## config.mk

```make
export PLATFORM = sky130hd
export DESIGN_NAME = if_stage
export DESIGN_NICKNAME = d
export VERILOG_FILES = /design/src/rtl/pipe_pkg.sv /design/src/rtl/if_id_reg.sv /design/src/rtl/pc_reg.sv /design/src/rtl/if_stage.sv
export SDC_FILE = /design/constraint.sdc
export NUM_CORES = 1
export LEC_CHECK = 0
export BUFFER_PORTS_ARGS = -buffer_cell sky130_fd_sc_hd__buf_4
export CAP_MARGIN = 20
export CORE_UTILIZATION = 45
export DETAILED_ROUTE_END_ITERATION = 8
export PLACE_DENSITY = 0.75
export SLEW_MARGIN = 20
export SYNTH_ARGS = -nofsm -noshare
export SYNTH_HDL_FRONTEND = slang
export SYNTH_SLANG_ARGS = --single-unit
```

## constraint.sdc

```tcl
create_clock -name clk -period 2.1 [get_ports clk]
set_clock_uncertainty 0.2 [all_clocks]
set_input_delay 0.105 -clock clk [delete_from_list [all_inputs] [get_ports clk]]
set_output_delay 0.105 -clock clk [all_outputs]
set_load 0.02 [all_outputs]
```

## src/rtl/pipe_pkg.sv

```systemverilog
// Shared definitions for the MIPS pipeline front end: widths, reset constants,
// the IF/ID bundle and the word-alignment helper.
package pipe_pkg;

    localparam int ADDR_W = 32;
    localparam int INST_W = 32;

    localparam logic [ADDR_W-1:0] PIPE_RESET_PC = 32'h0000_0000;
    localparam logic [INST_W-1:0] PIPE_NOP_INST = 32'h0000_0000;

    typedef struct packed {
        logic [ADDR_W-1:0] pc;
        logic [INST_W-1:0] inst;
        logic              valid;
    } if_id_t;

    typedef enum logic [1:0] {
        ID_CLEAR  = 2'd0,
        ID_HOLD   = 2'd1,
        ID_BUBBLE = 2'd2,
        ID_LOAD   = 2'd3
    } id_action_t;

    function automatic logic [ADDR_W-1:0] align_word(input logic [ADDR_W-1:0] addr);
        return {addr[ADDR_W-1:2], 2'b00};
    endfunction

endpackage

```

## src/rtl/if_id_reg.sv

```systemverilog
// IF/ID pipeline register with hold/bubble control and accepted-fetch counter.
module if_id_reg
    import pipe_pkg::*;
#(
    parameter logic [INST_W-1:0] NOP_INST = PIPE_NOP_INST
) (
    input  logic              clk,
    input  logic              rst,
    input  logic              stall_if,
    input  logic              stall_id,
    input  logic              flush,
    input  logic              rom_ce,
    input  logic [ADDR_W-1:0] pc,
    input  logic [INST_W-1:0] inst,
    output logic [ADDR_W-1:0] id_pc_o,
    output logic [INST_W-1:0] id_inst_o,
    output logic              id_valid_o,
    output logic [31:0]       fetch_count_o
);

    if_id_t     id_r;
    if_id_t     bubble_s;
    logic [31:0] count_r;
    id_action_t action_s;

    assign bubble_s = '{pc: 32'h0000_0000, inst: NOP_INST, valid: 1'b0};

    // Classify this edge's IF/ID update
    always_comb begin
        action_s = ID_LOAD;
        if (flush) begin
            action_s = ID_CLEAR;
        end else if (stall_id) begin
            action_s = ID_HOLD;
        end else if (stall_if || !rom_ce) begin
            action_s = ID_BUBBLE;
        end else begin
            action_s = ID_LOAD;
        end
    end

    // Pipeline register and counter; flush clears the register but not the count
    always_ff @(posedge clk) begin
        if (rst) begin
            id_r    <= bubble_s;
            count_r <= 32'd0;
        end else begin
            case (action_s)
                ID_CLEAR:  id_r <= bubble_s;
                ID_HOLD:   id_r <= id_r;
                ID_BUBBLE: id_r <= bubble_s;
                ID_LOAD: begin
                    id_r    <= '{pc: pc, inst: inst, valid: 1'b1};
                    count_r <= count_r + 32'd1;
                end
                default:   id_r <= bubble_s;
            endcase
        end
    end

    assign id_pc_o       = id_r.pc;
    assign id_inst_o     = id_r.inst;
    assign id_valid_o    = id_r.valid;
    assign fetch_count_o = count_r;

endmodule

```

## src/rtl/pc_reg.sv

```systemverilog
// Program counter and ROM chip-enable sequencing with the next-PC priority mux.
module pc_reg
    import pipe_pkg::*;
#(
    parameter logic [ADDR_W-1:0] RESET_PC = PIPE_RESET_PC
) (
    input  logic              clk,
    input  logic              rst,
    input  logic              stall_if,
    input  logic              stall_id,
    input  logic              flush,
    input  logic [ADDR_W-1:0] new_pc,
    input  logic              branch_flag,
    input  logic [ADDR_W-1:0] branch_target,
    output logic              rom_ce_o,
    output logic [ADDR_W-1:0] pc_o
);

    logic              ce_r;
    logic [ADDR_W-1:0] pc_r;
    logic [ADDR_W-1:0] next_pc_s;
    logic              hold_pc_s;

    // stall_id alone must also freeze the PC, so fold it into the hold
    assign hold_pc_s = stall_if | stall_id;

    // Next-PC selection: flush beats hold, hold drops a pending branch
    always_comb begin
        next_pc_s = pc_r;
        if (!ce_r) begin
            next_pc_s = RESET_PC;
        end else if (flush) begin
            next_pc_s = align_word(new_pc);
        end else if (hold_pc_s) begin
            next_pc_s = pc_r;
        end else if (branch_flag) begin
            next_pc_s = align_word(branch_target);
        end else begin
            next_pc_s = pc_r + 32'd4;
        end
    end

    // PC and chip-enable state; ce rises on the first edge out of reset
    always_ff @(posedge clk) begin
        if (rst) begin
            ce_r <= 1'b0;
            pc_r <= RESET_PC;
        end else begin
            ce_r <= 1'b1;
            pc_r <= next_pc_s;
        end
    end

    assign rom_ce_o = ce_r;
    assign pc_o     = pc_r;

endmodule

```

## src/rtl/if_stage.sv

```systemverilog
// Instruction-fetch stage: wires the PC sequencer to the IF/ID register.
module if_stage
    import pipe_pkg::*;
#(
    parameter logic [ADDR_W-1:0] RESET_PC = PIPE_RESET_PC,
    parameter logic [INST_W-1:0] NOP_INST = PIPE_NOP_INST
) (
    input  logic              clk,
    input  logic              rst,
    input  logic              stall_if,
    input  logic              stall_id,
    input  logic              flush,
    input  logic [ADDR_W-1:0] new_pc,
    input  logic              branch_flag,
    input  logic [ADDR_W-1:0] branch_target,
    input  logic [INST_W-1:0] inst_i,
    output logic              rom_ce_o,
    output logic [ADDR_W-1:0] pc_o,
    output logic [ADDR_W-1:0] id_pc_o,
    output logic [INST_W-1:0] id_inst_o,
    output logic              id_valid_o,
    output logic [31:0]       fetch_count_o
);

    pc_reg #(
        .RESET_PC(RESET_PC)
    ) u_pc_reg (
        .clk          (clk),
        .rst          (rst),
        .stall_if     (stall_if),
        .stall_id     (stall_id),
        .flush        (flush),
        .new_pc       (new_pc),
        .branch_flag  (branch_flag),
        .branch_target(branch_target),
        .rom_ce_o     (rom_ce_o),
        .pc_o         (pc_o)
    );

    if_id_reg #(
        .NOP_INST(NOP_INST)
    ) u_if_id_reg (
        .clk          (clk),
        .rst          (rst),
        .stall_if     (stall_if),
        .stall_id     (stall_id),
        .flush        (flush),
        .rom_ce       (rom_ce_o),
        .pc           (pc_o),
        .inst         (inst_i),
        .id_pc_o      (id_pc_o),
        .id_inst_o    (id_inst_o),
        .id_valid_o   (id_valid_o),
        .fetch_count_o(fetch_count_o)
    );

endmodule

```

==> flow_summary.ini, run 1 <==
[outcome]
outcome = complete, but fails checks
violations = negative hold slack

[clock_network]
numCtsBuffers = 17
cts_tree = built
clock_tree.root_cell = clkbuf_16
clock-sinks = 130
cts.path.max_buffers = 2
post_cts_buffers = 0
h-tree-depth = 4
clock_latency_ns = 0.42
clk_pin_slew_ns = 0.05

[synthesis]
synth-edff-count = 0
synth_area_mm2 = 0.00592
avgSynthCellArea_um2 = 8.37
synth_area_leaders = dfxtp_1, a22oi_1, nor2_1, xnor2_1, nand2_1
synthCells = 707
synth_most_common_cell = dfxtp_1
yosys.cell_types.count = 53
ys.flop_type = dfxtp_1
synthTopCellsByCount = dfxtp_1, nor2_1, a22oi_1, nand2_1, clkbuf_1
synth_top_area_share_pct = 44.0
synth_warnings = 0
ys_ff_latch = 130
synth_fp_nets = 811
synth_top_area_cell = dfxtp_1
yosysSeqAreaShare_pct = 44.0
async_flop_share_pct = 0

[critical_path]
worstPathCellList = buf_4 -> nor2b_1 -> buf_4 -> a32oi_1 -> dlygate4sd3_1 -> o21ai_0
crit_top_cell = buf_4
critPathSlowestCell = dlygate4sd3_1
crit_required_ns = 2.18
endpoint_kind = register
worstSetupPathType = register to register
cp-start-kind = register
cp_max_fo = 13
max_stage_delay_ns = 0.59
worstPathArrival_ns = 2.11

[global_routing]
grt_pass1_vias = 6455
antenna_found_initial = 0
grt_overflow = 0
grt_usage_pct = 30.2
grt_pass1_wl_mm = 31.6
grt_start_max_net_pins = 65

[final_layout]
area_growth_pct = 62.3
antenna_cells = 0
final_cells = 1234
drive_gt1_share_pct = 31.8
final_nets = 1156

[flow_run]
maxCapViolations = 0

[sta]
whs_ns = -0.0418
worst_pin_slew_ns = 0.661
maxSlewViolCount = 0
fmax_mhz = 493
setup_violations = 0
hold_viol_final = 1
period_minus_slack_ns = 2.03
finalSetupTns_ns = 0
fin_crit_sh_pct = 96.6
slew_headroom_pct = 56.0

[die]
core_mm2 = 0.0127
io_pins = 232
core.rowCount = 41
start_util_pct = 46.5
die_h_um = 117
die_width_um = 117
die-area_mm2 = 0.0136

[drt]
highest_layer = met4
wl_met2_mm = 10.0
wl_per_cell_um = 16.9
wl_met3_mm = 1.60
drtPass1Iterations = 7
viasPerCell = 5.57
final_antenna_net_count = 0
drt_iter0_drc = 600
drc = 0
met1_length_mm = 8.45
routed_wl_mm = 20.9
vias = 6873

[min_path]
hp-class = input port to register

[pwr]
p_per_area_mw_per_mm2 = 633
vdd_ir_drop_max_mv = 0.501
p_leak_nw = 3.98

[placement]
dpl.hpwl_mm = 12.9
io_buffers = 227
place_congestion = 0.916
place_inst = 1110
==> power breakdown <==
| group | total [W] | switching [W] | internal (W) |
|---|---|---|---|
| logic | 0.000736 | 0.000350 | 0.000386 |
| registers | 0.00254 | 0.0000367 | 0.00250 |
| clock network | 0.00281 | 0.00103 | 0.00178 |
==> worst max-delay path: cells and delay by family, from the launching register on <==
kind	cells	cell delay, ns
DFF	1	0.31
and+or+nand+nor	1	0.16
buffers and inverters	3	0.94
AOI/OAI and AO/OA	2	0.27
==> sequential cells by signal, summed over array words and instances, names as in the netlist <==
name and count:
u_if_id_reg.fetch_count_o 32, u_pc_reg.pc_o 32, u_if_id_reg.id_inst_o 32, u_if_id_reg.id_valid_o 1
u_pc_reg.rom_ce_o 1, u_if_id_reg.id_pc_o 32
==> repair_timing <==
action | 4_1_cts | 5_1_grt
resized for setup | 0 | 8
endpoints found under the hold margin | 72 | 0
setup endpoints to repair | 0 | 12
hold buffers | 97 | 0
==> worst paths after layout <==
check                           slack [ns]         startpoint                end  depth (start not counted)
worst max-delay path                  0.07  u_pc_reg.rom_ce_o  u_pc_reg.pc_o[13]                          6
worst min-delay path                 -0.04   branch_target[4]   u_pc_reg.pc_o[4]                          4
worst max register to register        0.07  u_pc_reg.rom_ce_o  u_pc_reg.pc_o[13]                          6
worst min register to register        0.29   u_pc_reg.pc_o[0]   u_pc_reg.pc_o[0]                          1
==> cell families (layout without fill, tap and decap cells) <==
kind of cell / count (synthesis) / after routing / share of synthesized area, %
AO/OA/AOI/OAI: 171 / 171 / 18.9
XOR/XNOR: 47 / 47 / 6.96
adder cells (fa/ha/maj): 2 / 2 / 0.423
buffers and inverters: 66 / 421 / 4.52
flip-flops: 130 / 130 / 44.0
multiplexers: 2 / 2 / 0.338
AND/OR/NAND/NOR: 289 / 289 / 24.8
==> layer usage <==
metal	vias up	track usage [%]
met5	-	0
met4	0	16.6
met3	75	6.85
met2	357	48.9
met1	3227	37.1
li1	3214	-
==> metrics by stage <==
step | total power [W] | hold WS (ns) | area, µm² | util [%] | worst slack (ns)
global placement | 0.00314 | 0.138 | 8070 | 63.5 | 0.146
detailed placement | 0.00315 | 0.149 | 8070 | 63.5 | 0.109
CTS | 0.00608 | 0.00274 | 9590 | 75.4 | 0.0453
finish | 0.00608 | -0.0418 | 9610 | 75.5 | 0.0724
global route | 0.00630 | -0.00759 | 9610 | 75.5 | -0.0350
floorplan | 0.00284 | 0.0360 | 5920 | - | 0.0467
==> cells in the final DEF, fill, tap and decap left out, types with 8 or more instances in the layout <==
cell and instances:
xor2_1 14, o22ai_1 8, nor2_1 109, and4_1 9, a21oi_1 33, dfxtp_1 128, nand2_1 64, dlygate4sd3_1 95
clkbuf_16 17, nand3_1 27, inv_1 12, nand4_1 10, o21ai_0 31, buf_4 282, nor3_1 13, xnor2_1 33
a22oi_1 73, nor4_1 11
==> layout make-up <==
cell class / count / area (µm²)
sequential: 130 / 2610
inverter: 12 / 45.0
clock buffer: 23 / 468
clock inverter: 6 / 82.6
timing repair buffer: 380 / 3110
fill: 907 / 3120
tap: 172 / 215
multi-input combinational: 511 / 3080
No activity file was read; power rests on OpenSTA's default activity.
==> run 2: changes to the inputs <==
CORE_MARGIN = 2   (was default)
==> flow_summary.ini, run 2 (same netlist as run 1, synthesis figures left out) <==
[clock_network]
clock-sinks = 130
clock_latency_ns = 0.42
cts_tree = built
clock_tree.root_cell = clkbuf_16
clk_pin_slew_ns = 0.06
numCtsBuffers = 17
h-tree-depth = 4
cts.path.max_buffers = 2

[drt]
drtPass1Iterations = 6
final_antenna_net_count = 0
viasPerCell = 5.58
drc = 0
wl_per_cell_um = 17.3
vias = 6808
drt_iter0_drc = 701
routed_wl_mm = 21.1

[critical_path]
worstSetupPathType = register to register
crit_required_ns = 2.18
worstPathCellList = buf_4 -> nor2b_1 -> buf_4 -> buf_6 -> a32oi_1 -> dlygate4sd3_1 -> o21ai_0
critPathSlowestCell = dlygate4sd3_1
reg2reg_depth = 7
max_stage_delay_ns = 0.58
worstPathArrival_ns = 2.13
cp-start-kind = register
crit_top_cell = buf_4
rrSetupSlack_ns = 0.05
cp_max_fo = 13
endpoint_kind = register
startpoint = u_pc_reg.rom_ce_o
r2r-end = u_pc_reg.pc_o[13]
crit_end = u_pc_reg.pc_o[13]
reg2reg_from = u_pc_reg.rom_ce_o

[global_routing]
grt_overflow = 0
grt_pass1_vias = 6646
grt_pass1_wl_mm = 33.7
grt_usage_pct = 29.7
grt_start_max_net_pins = 79
antenna_found_initial = 0

[sta]
fin_crit_sh_pct = 97.7
hold_viol_final = 0
maxSlewViolCount = 0
slew_headroom_pct = 45.4
worst_pin_slew_ns = 0.819
setup_violations = 0
fmax_mhz = 488
rsz0062_at_grt = no
whs_ns = 0.0198
period_minus_slack_ns = 2.05
finalSetupTns_ns = 0

[final_layout]
drive_gt1_share_pct = 31.7
fill_cells = 940
final_common_cell = buf_4
area_growth_pct = 61.2
antenna_cells = 0
final_nets = 1139
final_cell_mix = buf_4, dfxtp_1, nor2_1

[die]
start_util_pct = 46.5
die_width_um = 119
die-area_mm2 = 0.0141
io_pins = 232
core_mm2 = 0.0127
core.rowCount = 41
die_h_um = 119

[pwr]
p_leak_nw = 3.93
p_per_area_mw_per_mm2 = 656
vdd_ir_drop_max_mv = 0.507

[min_path]
hp-class = input port to register

[placement]
place_congestion = 0.898
io_buffers = 227
dpl.hpwl_mm = 12.9

[outcome]
outcome = complete, no violations

[flow_run]
maxCapViolations = 0
[run 2: cell types whose count changed in the layout (fill, tap and decap cells not counted), sizes merged]
cell         before  now
clkbuf           23   22
bufinv            2    3
clkinvlp          1    3
buf             285  274
clkinv            3    4
dlygate4sd3      95   89
[run 2: critical path, delay by kind of cell, from the launching register on]
| kind | cells | cell delay [ns] |
|---|---|---|
| and+or+nand+nor | 1 | 0.12 |
| buffers and inverters | 4 | 1.06 |
| AOI/OAI and AO/OA | 2 | 0.24 |
| DFF | 1 | 0.31 |
[run 2: how the worst min path moves through the flow]
| stage | from | endpoint | slack (ns) | depth (start not counted) |
|---|---|---|---|---|
| after floorplan | branch_target[28] | u_pc_reg.pc_o[28] | 0.04 | 2 |
| after global placement | branch_target[9] | u_pc_reg.pc_o[9] | 0.15 | 3 |
| after detailed placement | new_pc[3] | u_pc_reg.pc_o[3] | 0.15 | 3 |
| after CTS | branch_target[25] | u_pc_reg.pc_o[25] | 0.004 | 5 |
| after global routing | stall_id | u_if_id_reg.id_pc_o[0] | 0.02 | 4 |
| final | flush | u_if_id_reg.fetch_count_o[7] | 0.02 | 5 |
[run 2: metrics by stage]
stage	total power [W]	util [%]	cells	worst slack, ns	instance area (µm²)
global route	0.00645	75.0	1220	0.00207	9540
detailed placement	0.00314	62.9	1097	0.114	8000
floorplan	0.00284	-	707	0.0467	5920
finish	0.00626	75.0	1220	0.0487	9540
CTS	0.00625	74.7	1219	0.0155	9500
global placement	0.00314	62.9	1097	0.152	8000
[run 2: power by group]
| group | switching, W | internal, W | total, W | leakage, nW |
|---|---|---|---|---|
| Sequential | 0.0000392 | 0.00250 | 0.00254 | 1.05 |
| Combinational | 0.000344 | 0.000375 | 0.000719 | 2.59 |
| Clock | 0.00108 | 0.00192 | 0.00300 | 0.286 |
[run 2: layer usage]
layer	global-route usage, %	routed length (µm)
met1	37.8	8600
met2	47.8	10100
met3	7.43	1600
met4	12.9	718
met5	0	0
[run 2: cell type report]
cell class,count,area [µm²],area share (%)
flip-flops and latches,130,2610,27.3
multi-input cells,511,3090,32.3
clock inverters,10,133,1.39
inverters,12,45.0,0.472
well taps,172,215,2.26
repair buffers,363,2990,31.4
clock buffers,22,464,4.86
[run 2: what timing repair did]
item                       4_1_cts  5_1_grt
hold buffers                    90        0
gates resized for setup          0       10
setup endpoints to repair        0        9
setup buffers                    0        1
hold endpoints to repair        83        0
